<file path="src/rtl/lamp_seq_pkg.sv">
// Shared constants for the BCD lamp sequencer: phase codes, segment font and
// the elaboration-time binary-to-BCD helper.
package lamp_seq_pkg;

  localparam logic [1:0] PH_RED   = 2'b00;
  localparam logic [1:0] PH_GREEN = 2'b01;
  localparam logic [1:0] PH_YEL   = 2'b10;

  typedef enum logic [1:0] {
    ST_RED   = PH_RED,
    ST_GREEN = PH_GREEN,
    ST_YEL   = PH_YEL
  } state_e;

  // Active-high patterns, bit order {g,f,e,d,c,b,a}
  localparam logic [6:0] SEG_0     = 7'b0111111;
  localparam logic [6:0] SEG_1     = 7'b0000110;
  localparam logic [6:0] SEG_2     = 7'b1011011;
  localparam logic [6:0] SEG_3     = 7'b1001111;
  localparam logic [6:0] SEG_4     = 7'b1100110;
  localparam logic [6:0] SEG_5     = 7'b1101101;
  localparam logic [6:0] SEG_6     = 7'b1111101;
  localparam logic [6:0] SEG_7     = 7'b0000111;
  localparam logic [6:0] SEG_8     = 7'b1111111;
  localparam logic [6:0] SEG_9     = 7'b1101111;
  localparam logic [6:0] SEG_BLANK = 7'b0000000;

  localparam int MAX_DIG = 4;

  function automatic logic [4*MAX_DIG-1:0] bin2bcd(input int value, input int ndig);
    logic [4*MAX_DIG-1:0] r;
    int v;
    r = '0;
    v = value;
    for (int i = 0; i < MAX_DIG; i++) begin
      if (i < ndig) r[4*i +: 4] = 4'(v % 10);
      v = v / 10;
    end
    return r;
  endfunction

endpackage

</file>
<file path="src/rtl/seg7_dec.sv">
// One BCD digit to seven segments, with blanking and selectable polarity.
module seg7_dec
  import lamp_seq_pkg::*;
(
  input  logic [3:0] bcd,
  input  logic       blank,
  input  logic       active_low,
  output logic [6:0] seg
);

  logic [6:0] pat;

  always_comb begin
    pat = SEG_BLANK;
    if (!blank) begin
      case (bcd)
        4'd0:    pat = SEG_0;
        4'd1:    pat = SEG_1;
        4'd2:    pat = SEG_2;
        4'd3:    pat = SEG_3;
        4'd4:    pat = SEG_4;
        4'd5:    pat = SEG_5;
        4'd6:    pat = SEG_6;
        4'd7:    pat = SEG_7;
        4'd8:    pat = SEG_8;
        4'd9:    pat = SEG_9;
        default: pat = SEG_BLANK;
      endcase
    end
  end

  assign seg = active_low ? ~pat : pat;

endmodule

</file>
<file path="src/rtl/lamp_seq_bcd.sv">
// Three-phase lamp sequencer (RED->GREEN->YELLOW) with a prescaled BCD
// countdown shown on NDIG seven-segment digits.
module lamp_seq_bcd
  import lamp_seq_pkg::*;
#(
  parameter int CLK_DIV        = 4,
  parameter int RED_TIME       = 15,
  parameter int GREEN_TIME     = 12,
  parameter int YEL_TIME       = 3,
  parameter int NDIG           = 2,
  parameter int SEG_ACTIVE_LOW = 1
) (
  input  logic              clk,
  input  logic              rstn,
  input  logic              en,
  input  logic              force_red,
  output logic              LED_RED,
  output logic              LED_YEL,
  output logic              LED_GREEN,
  output logic [7*NDIG-1:0] SS,
  output logic [1:0]        phase
);

  localparam int PW   = (CLK_DIV > 1) ? $clog2(CLK_DIV) : 1;
  localparam int CW   = 4 * NDIG;
  localparam int TMAX = 10 ** NDIG - 1;

  localparam logic [CW-1:0] RED_BCD   = CW'(bin2bcd(RED_TIME, NDIG));
  localparam logic [CW-1:0] GREEN_BCD = CW'(bin2bcd(GREEN_TIME, NDIG));
  localparam logic [CW-1:0] YEL_BCD   = CW'(bin2bcd(YEL_TIME, NDIG));
  localparam logic [CW-1:0] ONE_BCD   = CW'(1);
  localparam logic [PW-1:0] PRE_LAST  = PW'(CLK_DIV - 1);

  if (CLK_DIV < 1) begin : g_bad_div
    $error("lamp_seq_bcd: CLK_DIV must be >= 1");
  end
  if (NDIG < 1 || NDIG > MAX_DIG) begin : g_bad_ndig
    $error("lamp_seq_bcd: NDIG must be 1..4");
  end
  if (RED_TIME < 1 || RED_TIME > TMAX) begin : g_bad_red
    $error("lamp_seq_bcd: RED_TIME out of range");
  end
  if (GREEN_TIME < 1 || GREEN_TIME > TMAX) begin : g_bad_green
    $error("lamp_seq_bcd: GREEN_TIME out of range");
  end
  if (YEL_TIME < 1 || YEL_TIME > TMAX) begin : g_bad_yel
    $error("lamp_seq_bcd: YEL_TIME out of range");
  end

  state_e                st, st_nxt;
  logic [NDIG-1:0][3:0]  cnt, cnt_nxt, cnt_dec;
  logic [PW-1:0]         pre, pre_nxt;
  logic                  tick, at_one, borrow, hi_zero;
  logic [NDIG-1:0]       blank;

  assign tick   = en && (pre == PRE_LAST);
  assign at_one = (cnt == ONE_BCD);

  always_ff @(posedge clk or negedge rstn) begin
    if (!rstn) begin
      st  <= ST_RED;
      cnt <= RED_BCD;
      pre <= '0;
    end else begin
      st  <= st_nxt;
      cnt <= cnt_nxt;
      pre <= pre_nxt;
    end
  end

  // Ripple-borrow decrement; only used when count > 1, so it never underflows
  always_comb begin
    borrow  = 1'b1;
    cnt_dec = cnt;
    for (int i = 0; i < NDIG; i++) begin
      if (borrow) begin
        if (cnt[i] == 4'd0) begin
          cnt_dec[i] = 4'd9;
        end else begin
          cnt_dec[i] = cnt[i] - 4'd1;
          borrow     = 1'b0;
        end
      end
    end
  end

  always_comb begin
    st_nxt  = st;
    cnt_nxt = cnt;
    pre_nxt = pre;
    if (en) pre_nxt = tick ? '0 : pre + PW'(1);
    if (tick) begin
      if (at_one) begin
        case (st)
          ST_RED:   begin st_nxt = ST_GREEN; cnt_nxt = GREEN_BCD; end
          ST_GREEN: begin st_nxt = ST_YEL;   cnt_nxt = YEL_BCD;   end
          default:  begin st_nxt = ST_RED;   cnt_nxt = RED_BCD;   end
        endcase
      end else begin
        cnt_nxt = cnt_dec;
      end
    end
    // Early end of GREEN wins over any tick and restarts the tick phase
    if (force_red && st == ST_GREEN) begin
      st_nxt  = ST_YEL;
      cnt_nxt = YEL_BCD;
      pre_nxt = '0;
    end
  end

  // Leading-zero blanking, scanned from the most significant digit down
  always_comb begin
    hi_zero = 1'b1;
    blank   = '0;
    for (int i = NDIG - 1; i >= 0; i--) begin
      hi_zero = hi_zero && (cnt[i] == 4'd0);
      if (i > 0) blank[i] = hi_zero;
    end
  end

  for (genvar i = 0; i < NDIG; i++) begin : g_dig
    seg7_dec u_dec (
      .bcd        (cnt[i]),
      .blank      (blank[i]),
      .active_low (SEG_ACTIVE_LOW != 0),
      .seg        (SS[7*i +: 7])
    );
  end

  assign LED_RED   = (st == ST_RED);
  assign LED_GREEN = (st == ST_GREEN);
  assign LED_YEL   = (st == ST_YEL);
  assign phase     = st;

endmodule

</file>
<file path="config.mk">
export PLATFORM = sky130hd
export DESIGN_NAME = lamp_seq_bcd
export DESIGN_NICKNAME = d
export VERILOG_FILES = /design/src/rtl/lamp_seq_pkg.sv /design/src/rtl/seg7_dec.sv /design/src/rtl/lamp_seq_bcd.sv
export SDC_FILE = /design/constraint.sdc
export NUM_CORES = 1
export LEC_CHECK = 0
export ABC_AREA = 1
export CORE_UTILIZATION = 30
export DETAILED_ROUTE_END_ITERATION = 8
export GPL_TIMING_DRIVEN = 0
export SLEW_MARGIN = 30
export SYNTH_ARGS = -nofsm -noshare
export SYNTH_HDL_FRONTEND = slang
export SYNTH_SLANG_ARGS = --single-unit
</file>
<file path="constraint.sdc">
create_clock -name clk -period 1.5 [get_ports clk]
set_input_delay 0.225 -clock clk [delete_from_list [all_inputs] [get_ports clk]]
set_output_delay 0.225 -clock clk [all_outputs]
set_load 0.03 [all_outputs]
</file>
* Yosys cells after proc, flatten, opt, wreduce, memory -nomap -nowiden *
Memories as Yosys holds them, arrays and structs flattened.
Index checks and enable logic that the tools add are counted.
W data, S select, Z words.

cells by class
  multiplexer cells = 16
  add/sub/neg operators = 3
  reductions and logical operators = 11
  bitwise logic cells = 2
  eq/ne operators = 4

operator list
  operator               number
  $mux W8                3
  $not A7 Y7             2
  $mux W2                6
  $mux W4                3
  $pmux W5 S2            1
  $eq A8 B1 Y1 const B   1
  $logic_not A4 Y1       2
  $sub A4 B1 Y4 const B  2
  $mux W7                1
  $reduce_bool A2 Y1     3
  $eq A2 B2 Y1 const B   2
  $pmux W2 S2            1
  $reduce_and A2 Y1      2
  $reduce_bool A3 Y1     1
  $add A2 B1 Y2 const B  1
  $eq A2 B1 Y1 const B   1
  $logic_and A1 B1 Y1    2
  $logic_not A2 Y1       1
  $mux W1                1

word-level totals
  output and inout port bits = 19
  bits in registers = 12
  logic and storage cells = 42
  memory bits (read-only) = 224
  memories kept = 2

memory list
  name             words  width  rd ports  clocked after memory_dff  write ports  line            source
  (no name shown)  16     7      1         0                         0            seg7_dec.sv:16  case (bcd)
  (no name shown)  16     7      1         0                         0            seg7_dec.sv:16

* Longest topological paths before layout *
Gate-level depths: netlist (run 1).

  word-level depth = 6
  depth in mapped cells = 9
  depth with buffers taken out = 9

* Modules after synthesis *
Synthesis (run 1) repeated with hierarchy kept, for this count alone.

unflattened totals
  cell total of the unflattened synthesis = 232
  area total of the unflattened synthesis = 1410.1 µm²

modules (own cells, without submodules)
  module        area each (µm²)  cells each  instances
  lamp_seq_bcd  837.1            118         1
  seg7_dec      286.5            57          2

* Worst setup path after synthesis (run 1) *
OpenSTA, ideal clock, no wires.

  path kind = register -> output
  start = register cnt[0] (netlist bit)
  end = output SS[3]
  arrival time = 1741 ps
  slack = -466 ps
  path buffers = 0
  stages on the path, launching flop included = 6
  cell sequence = dfstp_2 -> inv_1 -> ha_1 -> nand2_1 -> o21ai_0 -> o21ai_0

on the way
  cells in the longest elaborated chain, start to end = 2

RTL lines
  what                    line                source
  from (decl)             lamp_seq_bcd.sv:51  logic [NDIG-1:0][3:0] cnt, cnt_nxt, cnt_dec;
  from (signal assigned)  lamp_seq_bcd.sv:66  cnt <= cnt_nxt;
  $mem_v2 Z16 W7          -
  $not A7 Y7              seg7_dec.sv:32      assign seg = active_low ? ~pat : pat;
  to (decl)               lamp_seq_bcd.sv:20  output logic [7*NDIG-1:0] SS,

No other way between the ends.

* Final worst setup path (run 1) *
  start = register cnt[4] (netlist bit)
  end = output SS[10]

on the way
  cells in the longest elaborated chain, start to end = 3
  elaborated cells between the ends (all ways) = 4
  those cells by class = mux (1); bitwise (1); reduce/logical (1); memory (1)

RTL lines
  what                                                line            source
  $mem_v2 Z16 W7 or $logic_not A4 Y1 (tied branches)  -
  $mux W7 (*)                                         seg7_dec.sv:15  if (!blank) begin
  $not A7 Y7 (*)                                      seg7_dec.sv:32

Every way passes the cells marked *; elsewhere a longest branch is shown, timed or not.

==> key figures, run 1 <==
Placement
  • HPWL after DPL: 1909 um
  • Final GP Congestion: 0.8502
  • Place WS: -697.4 ps
  • PortBufs: 22

Timing
  • Skew final: 1.797 ps
  • Slew @ Worst Pin: 616.7 ps
  • Final WS setup: -331.6 ps
  • Max-slew violation count: 0
  • Fmax achieved: 546.0 MHz
  • Final Hold Fails: 0
  • RSZ-0062 raised after global routing: true
  • Rel. slew slack: 0.5876
  • Final min period: 1832 ps
  • Final setup viols: 24
  • Period Utilization, post-route: 1.221

Final layout
  • Ant diodes: 0
  • Reg area: 311.5 um^2
  • Nets@finish: 224
  • Fraction of layout cells with a size suffix above 1: 0.6202
  • Multi-input gate area: 0.001025 mm^2
  • Fillers: 275
  • Layout area overhead: 82.00%

Global routing
  • Total GRT Usage: 0.1751
  • Largest net degree at the start of global routing: 13
  • Grt ovf: 0
  • Initial antenna violation count: 0
  • First-pass GRT wire length: 5526 um
  • Vias in the first global route: 1,230

Floorplan
  • Die Y: 62.52 um
  • IO Pins: 23
  • Core region area: 0.003416 mm^2
  • Die footprint: 0.003908 mm^2
  • Die width: 62.52 um
  • Initial Util: 0.3216
  • Row cnt: 21

Logic synthesis
  • Main synth FF type: dfrtp_1
  • Top post-synthesis cells by count: nand2_1 (39), inv_1 (17), nor2_1 (15), o21ai_0 (14), nand3_1 (13)
  • Yosys cell types: 24
  • Syn Std Cell Area: 0.001099 mm^2
  • Syn Nets: 172
  • Avg Inst Size Synth: 6.997 um^2
  • Mux cell area share after synthesis: 0
  • Syn. warnings: 0
  • Seq/Total Area, Yosys: 0.2768
  • Cell taking the most area after synthesis: dfrtp_1
  • Post-synthesis adder-cell area fraction: 0.1253
  • Share of the synthesized area in the top cell type: 0.2050
  • Post-synth ARST share: 1.000
  • #FFs+latches synth: 12
  • Combinational family with the most area after synthesis: simple AND/OR/NAND/NOR gates
  • Post-Synth Simple-Gate Area: 0.3861
  • Synth Area in Compound Gates: 0.1230
  • Post-Synth XOR/XNOR Area: 0
  • Top post-synthesis cells by area: dfrtp_1 (21%), nand2_1 (13%), ha_1 (13%)
  • Post-synthesis cell count: 157
  • Most common cell in the netlist: nand2_1
  • Count of flip-flops with a built-in enable after synthesis: 0

Critical path
  • Family with the most delay on the worst path: simple AND/OR/NAND/NOR gates
  • Worst path cell trace: buf_4 > ha_1 > or2_2 > nand3_1 > nand2_4 > buf_6
  • Setup Crit Path Kind: flop to primary output
  • Max incr delay on CP: 390 ps
  • Crit Path Max Fanout: 4
  • Buffers plus inverters on the worst setup path: 2
  • Crit path required time: 1270 ps
  • Worst Setup End Kind: primary output
  • Worst path slowest cell: dfstp_2
  • Crit start category: flop
  • Arrival time worst endpoint: 1610 ps

Drt
  • Total iterations of the first detailed-routing run: 4
  • WL met3: 129 um
  • DRC: 0
  • Routed met1 length: 1539 um
  • Post-route antenna net violation count: 0
  • Routed via count: 1,236
  • Via density: 4.866
  • Total wire length: 3464 um
  • Per-cell routed wire length: 13.64 um
  • WL met2: 1755 um
  • DR top layer: met4
  • Drt initial violations: 23

Clock network
  • Maximum root-to-sink buffer count: 2
  • TritonCTS clock tree: yes
  • Clk sinks: 12
  • H-tree levels: 1
  • Clock slew at reported path FFs: 90 ps
  • CTS Buf Count: 3
  • Skew-Pair Late Insertion Delay: 280 ps
  • Root buf cell: clkbuf_4

Run status
  • Failing checks: negative setup slack
  • Outcome: finished, violations left

Flow run
  • MaxCap Viol Count: 0

Min path
  • Hold Crit Class: input port to async pin
==> layout make-up <==
type	instances	area share
clock buffer	4	0.01815
tap	46	0.02879
inverter	23	0.04944
sequential	12	0.1558
timing repair buffer	47	0.2297
buffer	1	0.005632
multi-input combinational	121	0.5125
==> through the flow <==
stage / utilization / TNS, ps / instances / area (um^2) / hold WS [ps]
after floorplan: - / -430.6 / 157 / 1187 / -70.59
after global placement: 0.4289 / -8107 / 225 / 1465 / 500.7
after detailed placement: 0.4289 / -8283 / 225 / 1465 / 505.7
after CTS: 0.5462 / -4226 / 249 / 1866 / 331.8
after global routing: 0.5853 / -7161 / 254 / 1999 / 345.3
final: 0.5853 / -5604 / 254 / 1999 / 323.9
==> logic make-up (layout without fill, tap and decap cells) <==
family                   after synthesis  after routing
AND/OR/NAND/NOR                       85             85
buffers and inverters                 24             75
adder cells (fa/ha/maj)               11             11
AO/OA/AOI/OAI                         25             25
flip-flops                            12             12
==> per-layer routing <==
layer,track usage,up-vias
li1,-,611
met1,0.2139,581
met2,0.3274,37
met3,0.02372,7
met4,0.02616,0
met5,0,-
==> layout by cell type (no fill, tap or decap), drive strengths merged, types with 2 or more instances in the layout <==
master	count
a21oi	2
buf	42
clkbuf	4
clkdlybuf4s50	3
dfrtp	9
dfstp	3
dlygate4sd2	2
ha	11
inv	23
nand2	47
nand3	15
nor2	18
o21ai	20
o31ai	2
or2	3
==> worst reg2reg max path, delay by kind of cell, from the launching register on <==
| family | cells | cell delay, ps |
|---|---|---|
| buffers and inverters | 4 | 350 |
| adder cells (fa/ha/maj) | 1 | 170 |
| flip-flops | 1 | 580 |
| AO/OA/AOI/OAI | 1 | 60 |
| AND/OR/NAND/NOR | 5 | 480 |
==> flip-flops by register name, summed over array words and instances (netlist names) <==
| name | cells |
|---|---|
| phase | 2 |
| cnt | 8 |
| pre | 2 |
==> worst paths after layout <==
check / from / slack [ps] / end / depth (start not counted)
setup / recovery: cnt[4] / -330 / SS[10] / 6
hold / removal: rstn / 320 / cnt[1] / 1
setup reg to reg: cnt[0] / -240 / cnt[7] / 11
hold reg to reg: phase[0] / 550 / phase[0] / 2
max in group asynchronous: rstn / 740 / cnt[7] / 1
min in group clk: phase[0] / 550 / phase[0] / 2
==> timing repair <==
item	4_1_cts	5_1_grt
setup endpoints to repair	27	27
pin swaps	15	18
buffers inserted	21	5
hold buffers	0	0
resized for setup	156	40
Power of run 1 is not shown: default switching activity piles up to over one toggle a cycle in this logic, so the estimate is an artifact.
==> run 2, diff against run 1 <==
--- a/config.mk
+++ b/config.mk
@@ -12,4 +12,5 @@
 export SLEW_MARGIN = 30
 export SYNTH_ARGS = -nofsm -noshare
 export SYNTH_HDL_FRONTEND = slang
+export SYNTH_HIERARCHICAL = 1
 export SYNTH_SLANG_ARGS = --single-unit
==> run 2 against run 1 <==
The run ends with design-rule violations, negative setup slack left; critical path depth increased by 4; clock-buffer cell count unchanged; cell area increased by 26%; core utilization decreased by 1.8 points; die area increased by 27%; wire length increased by 9.2%; sequential share of layout area decreased by 3.3 points; via count increased by 28%; worst setup slack got worse by 140 ps; clock skew increased by 1.0 ps; non-clock buffer count increased by 6; critical endpoint is now SS[12]; largest cell class unchanged; highest routed layer unchanged.
==> key figures, run 2 <==
Run status
  • Outcome: finished, violations left
  • Failing checks: design-rule violations, negative setup slack

Critical path
  • Reg2Reg Setup Slack: -230 ps (about the same)
  • Worst path cell trace: inv_4 > ha_4 > nand2_4 > nor2_4 > nor2_4 > buf_6 > nand2_2 > nand2_2 > nand2_4 > buf_6
  • Register-to-Register Path Depth: 12 (+1)
  • Arrival time worst endpoint: 1740 ps (+130 ps)
  • Crit Path Max Fanout: 5 (+1)
  • Crit start category: flop
  • Worst Setup End Kind: primary output
  • Crit path required time: 1270 ps (about the same)
  • Beginning of the critical path: cnt[4]
  • Reg-to-reg startpoint: cnt[4]
  • Setup Crit Path Kind: flop to primary output
  • Max incr delay on CP: 590 ps (+200 ps)
  • Worst path slowest cell: dfstp_2
  • Reg2Reg Capture Point: cnt[7]

Pwr
  • Logic pwr share: 0.827
  • Switching share of power: 0.5230
  • Switching pwr: 3231 uW
  • Clock power frac: 0.051
  • Pint: 2946 uW
  • Flop pwr share: 0.121
  • Leak: 0.001303 uW
  • Cell Pwr Density: 2449 mW/mm^2
  • VDD IR max: 1.160 mV

Final layout
  • Commonest non-fill, non-tap cell in the layout: nand2_1
  • Commonest non-fill, non-tap cells in the layout: nand2_1 (41), nand2_2 (35), nand3_1 (26)
  • Ant diodes: 0 (unchanged)
  • Final Util: 0.5676 (-0.01778)
  • Max reg flops: 8 (unchanged)
  • Largest reg by FF count: cnt
  • Fraction of layout cells with a size suffix above 1: 0.5433 (-0.07686)
  • Layout area overhead: 78.88%
  • Nets@finish: 318 (+42%)

Timing
  • Skew final: 2.814 ps (+1.016 ps)
  • RSZ-0062 raised after global routing: true
  • Final Hold Fails: 0 (unchanged)
  • Final WS setup: -468.9 ps (-137.3 ps)
  • Post-Route Setup TNS: -6504 ps (-899.5 ps)
  • Rel. slew slack: 0.6172 (+0.02962)
  • Final setup viols: 22 (-8.3%)
  • Worst hold slack: 347.6 ps (+23.69 ps)
  • Final min period: 1969 ps (+137.3 ps)
  • Period Utilization, post-route: 1.313 (+0.09154)
  • Max-slew violation count: 0 (unchanged)
  • Fmax achieved: 507.9 MHz (-7.0%)
  • Slew @ Worst Pin: 572.4 ps (-44.29 ps)

Clock network
  • CTS Buf Count: 3 (unchanged)
  • Clock slew at reported path FFs: 60 ps (-30 ps)
  • Clk sinks: 12 (unchanged)
  • H-tree levels: 1 (unchanged)
  • Root buf cell: clkbuf_8
  • Skew-Pair Late Insertion Delay: 240 ps (-40 ps)
  • TritonCTS clock tree: yes
  • Maximum root-to-sink buffer count: 2 (unchanged)
  • CTS Hold Bufs: 0 (unchanged)

Global routing
  • Initial antenna violation count: 0 (unchanged)
  • Vias in the first global route: 1,489 (+21%)
  • First-pass GRT wire length: 6196 um (+12%)
  • Total GRT Usage: 0.1502 (-0.02489)
  • Largest net degree at the start of global routing: 13 (unchanged)
  • Grt ovf: 0 (unchanged)

Drt
  • Drt initial violations: 54 (+130%)
  • Total iterations of the first detailed-routing run: 6 (+2)
  • Routed via count: 1,587 (+28%)
  • Total wire length: 3782 um (+9.2%)
  • Per-cell routed wire length: 10.74 um (-21%)
  • Via density: 4.509 (-7.3%)
  • DRC: 6 (+6)
  • Post-route antenna net violation count: 0 (unchanged)

Floorplan
  • Die footprint: 0.004979 mm^2 (+27%)
  • Die width: 70.56 um (+13%)
  • Die Y: 70.56 um (+13%)
  • Initial Util: 0.3173 (-0.004326)
  • Core region area: 0.004444 mm^2 (+30%)
  • Row cnt: 24 (+14%)
  • IO Pins: 23 (unchanged)

Logic synthesis
  • Top post-synthesis cells by area: nand2_1 (24%), dfrtp_1 (16%), nand3_1 (13%)
  • #FFs+latches synth: 12 (unchanged)
  • Main synth FF type: dfrtp_1
  • Post-synthesis cell count: 232 (+48%)
  • Post-synth ARST share: 1.000 (unchanged)
  • Syn Std Cell Area: 0.001410 mm^2 (+28%)
  • Share of the synthesized area in the top cell type: 0.2449 (+0.03989)
  • Most common cell in the netlist: nand2_1
  • Avg Inst Size Synth: 6.078 um^2 (-13%)
  • Top post-synthesis cells by count: nand2_1 (92), nand3_1 (36), inv_1 (30), nor2_1 (15), ha_1 (13)
  • Cell taking the most area after synthesis: nand2_1
  • Syn. warnings: 6 (+6)
  • Count of flip-flops with a built-in enable after synthesis: 0 (unchanged)
  • Yosys cell types: 22 (-8.3%)
  • Seq/Total Area, Yosys: 0.2156 (-0.06115)

Placement
  • PortBufs: 22 (unchanged)
  • HPWL after DPL: 2234 um (+17%)
  • Final GP Congestion: 0.7422 (-13%)

Flow run
  • MaxCap Viol Count: 0 (unchanged)

Min path
  • Hold Crit Class: input port to async pin
==> run 2: cell types whose count changed after synthesis, sizes merged, moves of 2 or more <==
cell	change
buf	+3
o31ai	-2
or2	-3
nand2	+51
o21ai	-15
xor2	+2
conb	+2
ha	+2
nand3	+21
inv	+12
==> run 2: worst max-delay path, delay by kind of cell, from the launching register on <==
kind	cells	cell delay, ps
flip-flops	1	590
AND/OR/NAND/NOR	6	410
buffers and inverters	3	330
adder cells (fa/ha/maj)	1	160
==> run 2: worst max path at each step <==
stage | endpoint | slack (ps) | cells past startpoint
final | SS[12] | -470 | 10
after floorplan | SS[11] | -130 | 7
after CTS | SS[9] | -470 | 10
after detailed placement | SS[9] | -850 | 10
after global routing | SS[8] | -530 | 10
after global placement | SS[8] | -820 | 10
==> run 2: cell families after synthesis <==
kind of cell               synth area share
and+or+nand+nor                      0.4800
buffers and inverters                0.1278
adders and majority gates            0.1154
DFF                                  0.2156
AOI/OAI and AO/OA                   0.03727
xor gates and xnor gates            0.01864
other                              0.005326
==> run 2: cell type report <==
| cell class | count | area (um^2) |
|---|---|---|
| tap | 52 | 65.06 |
| fill | 415 | 1922 |
| multi-input combinational | 195 | 1430 |
| sequential | 12 | 310.3 |
| buffer | 4 | 48.80 |
| inverter | 35 | 148.9 |
| clock buffer | 4 | 45.04 |
| timing repair buffer | 50 | 474.2 |
==> run 2: per-layer routing <==
| layer | GRT usage | vias up | wire length [um] |
|---|---|---|---|
| met3 | 0.01567 | 7 | 84 |
| met4 | 0.04444 | 0 | 51 |
| met5 | 0 | - | 0 |
| li1 | - | 828 | - |
| met2 | 0.2794 | 29 | 1966 |
| met1 | 0.1830 | 723 | 1679 |
==> run 2: power by group through the flow <==
| stage | sequential (uW) | combinational [uW] | clock (uW) |
|---|---|---|---|
| final | 750 | 5110 | 317 |
| after detailed placement | 756 | 3460 | 0 |
| after floorplan | 742 | 2580 | 0 |
| after CTS | 715 | 4500 | 326 |
| after global routing | 772 | 5550 | 337 |
| after global placement | 758 | 3410 | 0 |
==> run 2: timing repair <==
action                                  4_1_cts  5_1_grt
endpoints found under the setup margin       27       25
pin swaps                                    34       36
endpoints found under the hold margin         0        0
cloned                                        1        0
setup buffers                                18       10
gates resized for setup                     161       49
==> run 2: metrics by stage <==
| stage | instances | instance area [um^2] | setup WS, ps | power (uW) |
|---|---|---|---|---|
| after global placement | 320 | 1883 | -824.9 | 4173 |
| after CTS | 343 | 2297 | -465.9 | 5538 |
| after global routing | 352 | 2522 | -535.0 | 6662 |
| after floorplan | 246 | 1598 | -130.3 | 3326 |
| after detailed placement | 320 | 1883 | -850.0 | 4216 |
| final | 352 | 2522 | -468.9 | 6177 |
No activity file was read; power rests on OpenSTA's default activity.
==> run 3, diff against run 2 <==
--- a/config.mk
+++ b/config.mk
@@ -9,8 +9,8 @@
 export CORE_UTILIZATION = 30
 export DETAILED_ROUTE_END_ITERATION = 8
 export GPL_TIMING_DRIVEN = 0
+export SETUP_SLACK_MARGIN = 0.2
 export SLEW_MARGIN = 30
 export SYNTH_ARGS = -nofsm -noshare
 export SYNTH_HDL_FRONTEND = slang
-export SYNTH_HIERARCHICAL = 1
 export SYNTH_SLANG_ARGS = --single-unit
==> constraint.sdc (replaced) <==
create_clock -name clk -period 2.15 [get_ports clk]
set_input_delay 0.3225 -clock clk [delete_from_list [all_inputs] [get_ports clk]]
set_output_delay 0.3225 -clock clk [all_outputs]
set_load 0.03 [all_outputs]
==> run 3 against run 2 <==
The run now ends clean; cell count fell by 34%; die area is 22% lower; critical path depth down 5; hold slack better by 56 ps; first-iteration DRC count fell by 30%; via count shrank 31%; wire length is 33% lower; cell area fell by 42%; largest cell class unchanged.
==> key figures, run 3 (synthesis results as in run 1) <==
Timing
  • Slew @ Worst Pin: 559.9 ps (-12.46 ps)
  • Final setup viols: 0 (-100%)
  • Period Utilization, post-route: 0.8927
  • Final min period: 1919 ps
  • Rel. slew slack: 0.6255 (+0.008333)
  • Worst hold slack: 403.8 ps (+56.19 ps)
  • Max-slew violation count: 0 (unchanged)
  • Final Hold Fails: 0 (unchanged)
  • RSZ-0062 raised after global routing: true
  • Fmax achieved: 521.0 MHz
  • Skew final: 0.3139 ps (-2.500 ps)

Drt
  • Drt initial violations: 38 (-30%)
  • Per-cell routed wire length: 10.77 um (+0.23%)
  • Post-route antenna net violation count: 0 (unchanged)
  • DRC: 0 (-6)
  • Total wire length: 2520 um (-33%)
  • Routed via count: 1,094 (-31%)
  • Via density: 4.675 (+3.7%)
  • Total iterations of the first detailed-routing run: 4 (-2)

Floorplan
  • Row cnt: 21 (-13%)
  • Die Y: 62.52 um (-11%)
  • Die footprint: 0.003908 mm^2 (-22%)
  • Initial Util: 0.3216 (+0.004326)
  • Core region area: 0.003416 mm^2 (-23%)
  • IO Pins: 23 (unchanged)
  • Die width: 62.52 um (-11%)

Global routing
  • Largest net degree at the start of global routing: 13 (unchanged)
  • Total GRT Usage: 0.1381 (-0.01208)
  • Vias in the first global route: 1,081 (-27%)
  • First-pass GRT wire length: 4436 um (-28%)
  • Grt ovf: 0 (unchanged)
  • Initial antenna violation count: 0 (unchanged)

Min path
  • Hold Crit Class: input port to async pin

Clock network
  • CTS Buf Count: 3 (unchanged)
  • Root buf cell: clkbuf_4
  • TritonCTS clock tree: yes
  • Maximum root-to-sink buffer count: 2 (unchanged)
  • Clk sinks: 12 (unchanged)
  • Skew-Pair Late Insertion Delay: 270 ps (+30 ps)
  • Clock slew at reported path FFs: 80 ps (+20 ps)
  • H-tree levels: 1 (unchanged)

Critical path
  • Crit path required time: 1830 ps (+560 ps)
  • Setup Crit Path Kind: flop to primary output
  • Crit Path Max Fanout: 6 (+1)
  • Crit start category: flop
  • Reg2Reg Setup Slack: 500 ps (+730 ps)
  • Reg-to-reg startpoint: cnt[4]
  • Register-to-Register Path Depth: 11 (-1)
  • Arrival time worst endpoint: 1600 ps (-140 ps)
  • Reg2Reg Capture Point: cnt[5]
  • Worst Setup End Kind: primary output

Flow run
  • MaxCap Viol Count: 0 (unchanged)

Placement
  • PortBufs: 22 (unchanged)
  • HPWL after DPL: 1929 um (-14%)
  • Final GP Congestion: 0.8726 (+18%)

Final layout
  • Nets@finish: 204 (-36%)
  • Max reg flops: 8 (unchanged)
  • Reg area: 304.0 um^2 (-2.0%)
  • Layout area overhead: 33.49%
  • Multi-input gate area: 747.0 um^2 (-48%)
  • Largest reg by FF count: cnt
  • Fillers: 382 (-8.0%)
  • Fraction of layout cells with a size suffix above 1: 0.3138 (-0.2295)
  • Commonest non-fill, non-tap cells in the layout: nand2_1 (39), inv_1 (14), nor2_1 (13), nand3_1 (13), o21ai_0 (12)
  • Ant diodes: 0 (unchanged)
  • Commonest non-fill, non-tap cell in the layout: nand2_1

Run status
  • Outcome: completed
run 3: changes by cell type in the layout (fill, tap and decap cells not counted), moves of 7 or more:
cell | previous run | this run
nand3_1 | 26 | 13
buf_4 | 22 | 9
nand2_4 | 22 | 5
ha_4 | 9 | 2
inv_1 | 22 | 14
o21ai_0 | 2 | 12
conb_1 | 16 | 0
nand3_2 | 9 | 2
nand2_2 | 35 | 3
buf_6 | 21 | 4
run 3: routing by layer:
layer	vias to the layer above	GRT usage	share of wire	routed length, um
met3	4	0.01825	0.034	85
li1	572	-	-	-
met1	500	0.1648	0.46	1164
met4	0	0.06977	0.017	42
met2	18	0.2405	0.49	1229
met5	-	0	0	0
run 3: repair_timing:
| item | in CTS | in global routing |
|---|---|---|
| gates resized for setup | 75 | 26 |
| hold buffers | 0 | 0 |
| setup buffers | 4 | 1 |
| setup endpoints to repair | 16 | 14 |
| pin swaps | 3 | 5 |
run 3: worst max-delay path by stage:
stage	endpoint	startpoint	slack [ps]	depth (start not counted)
after CTS	SS[13]	cnt[4]	190	7
after global routing	SS[3]	cnt[0]	130	6
after floorplan	SS[13]	cnt[4]	210	6
after detailed placement	SS[13]	cnt[4]	-290	7
final	SS[2]	cnt[0]	230	5
after global placement	SS[13]	cnt[4]	-260	7
run 3: metrics by stage:
step	instance area, um^2	instances	setup WS, ps	util	TNS, ps
6_report	1466	234	230.7	0.4293	0
5_1_grt	1466	234	133.6	0.4293	0
4_1_cts	1444	233	192.1	0.4227	0
3_5_place_dp	1381	225	-292.3	0.4044	-1670
3_3_place_gp	1381	225	-261.8	0.4044	-1453
2_1_floorplan	1104	157	211.2	-	0
run 3: cell type report:
class	count	share of cell area
well taps	46	0.03925
flip-flops and latches	12	0.2073
inverters	23	0.06058
multi-input cells	121	0.5094
plain buffers	1	0.007679
clock buffers	4	0.02474
repair buffers	27	0.1510
run 3: critical path, stage by stage, from the launching register on:
cell	delay, ps
dfstp_2	550
inv_2	70
ha_1	200
inv_1	60
o21ai_0	80
clkdlybuf4s15_1	360
Power of run 3 is left out for the same reason.
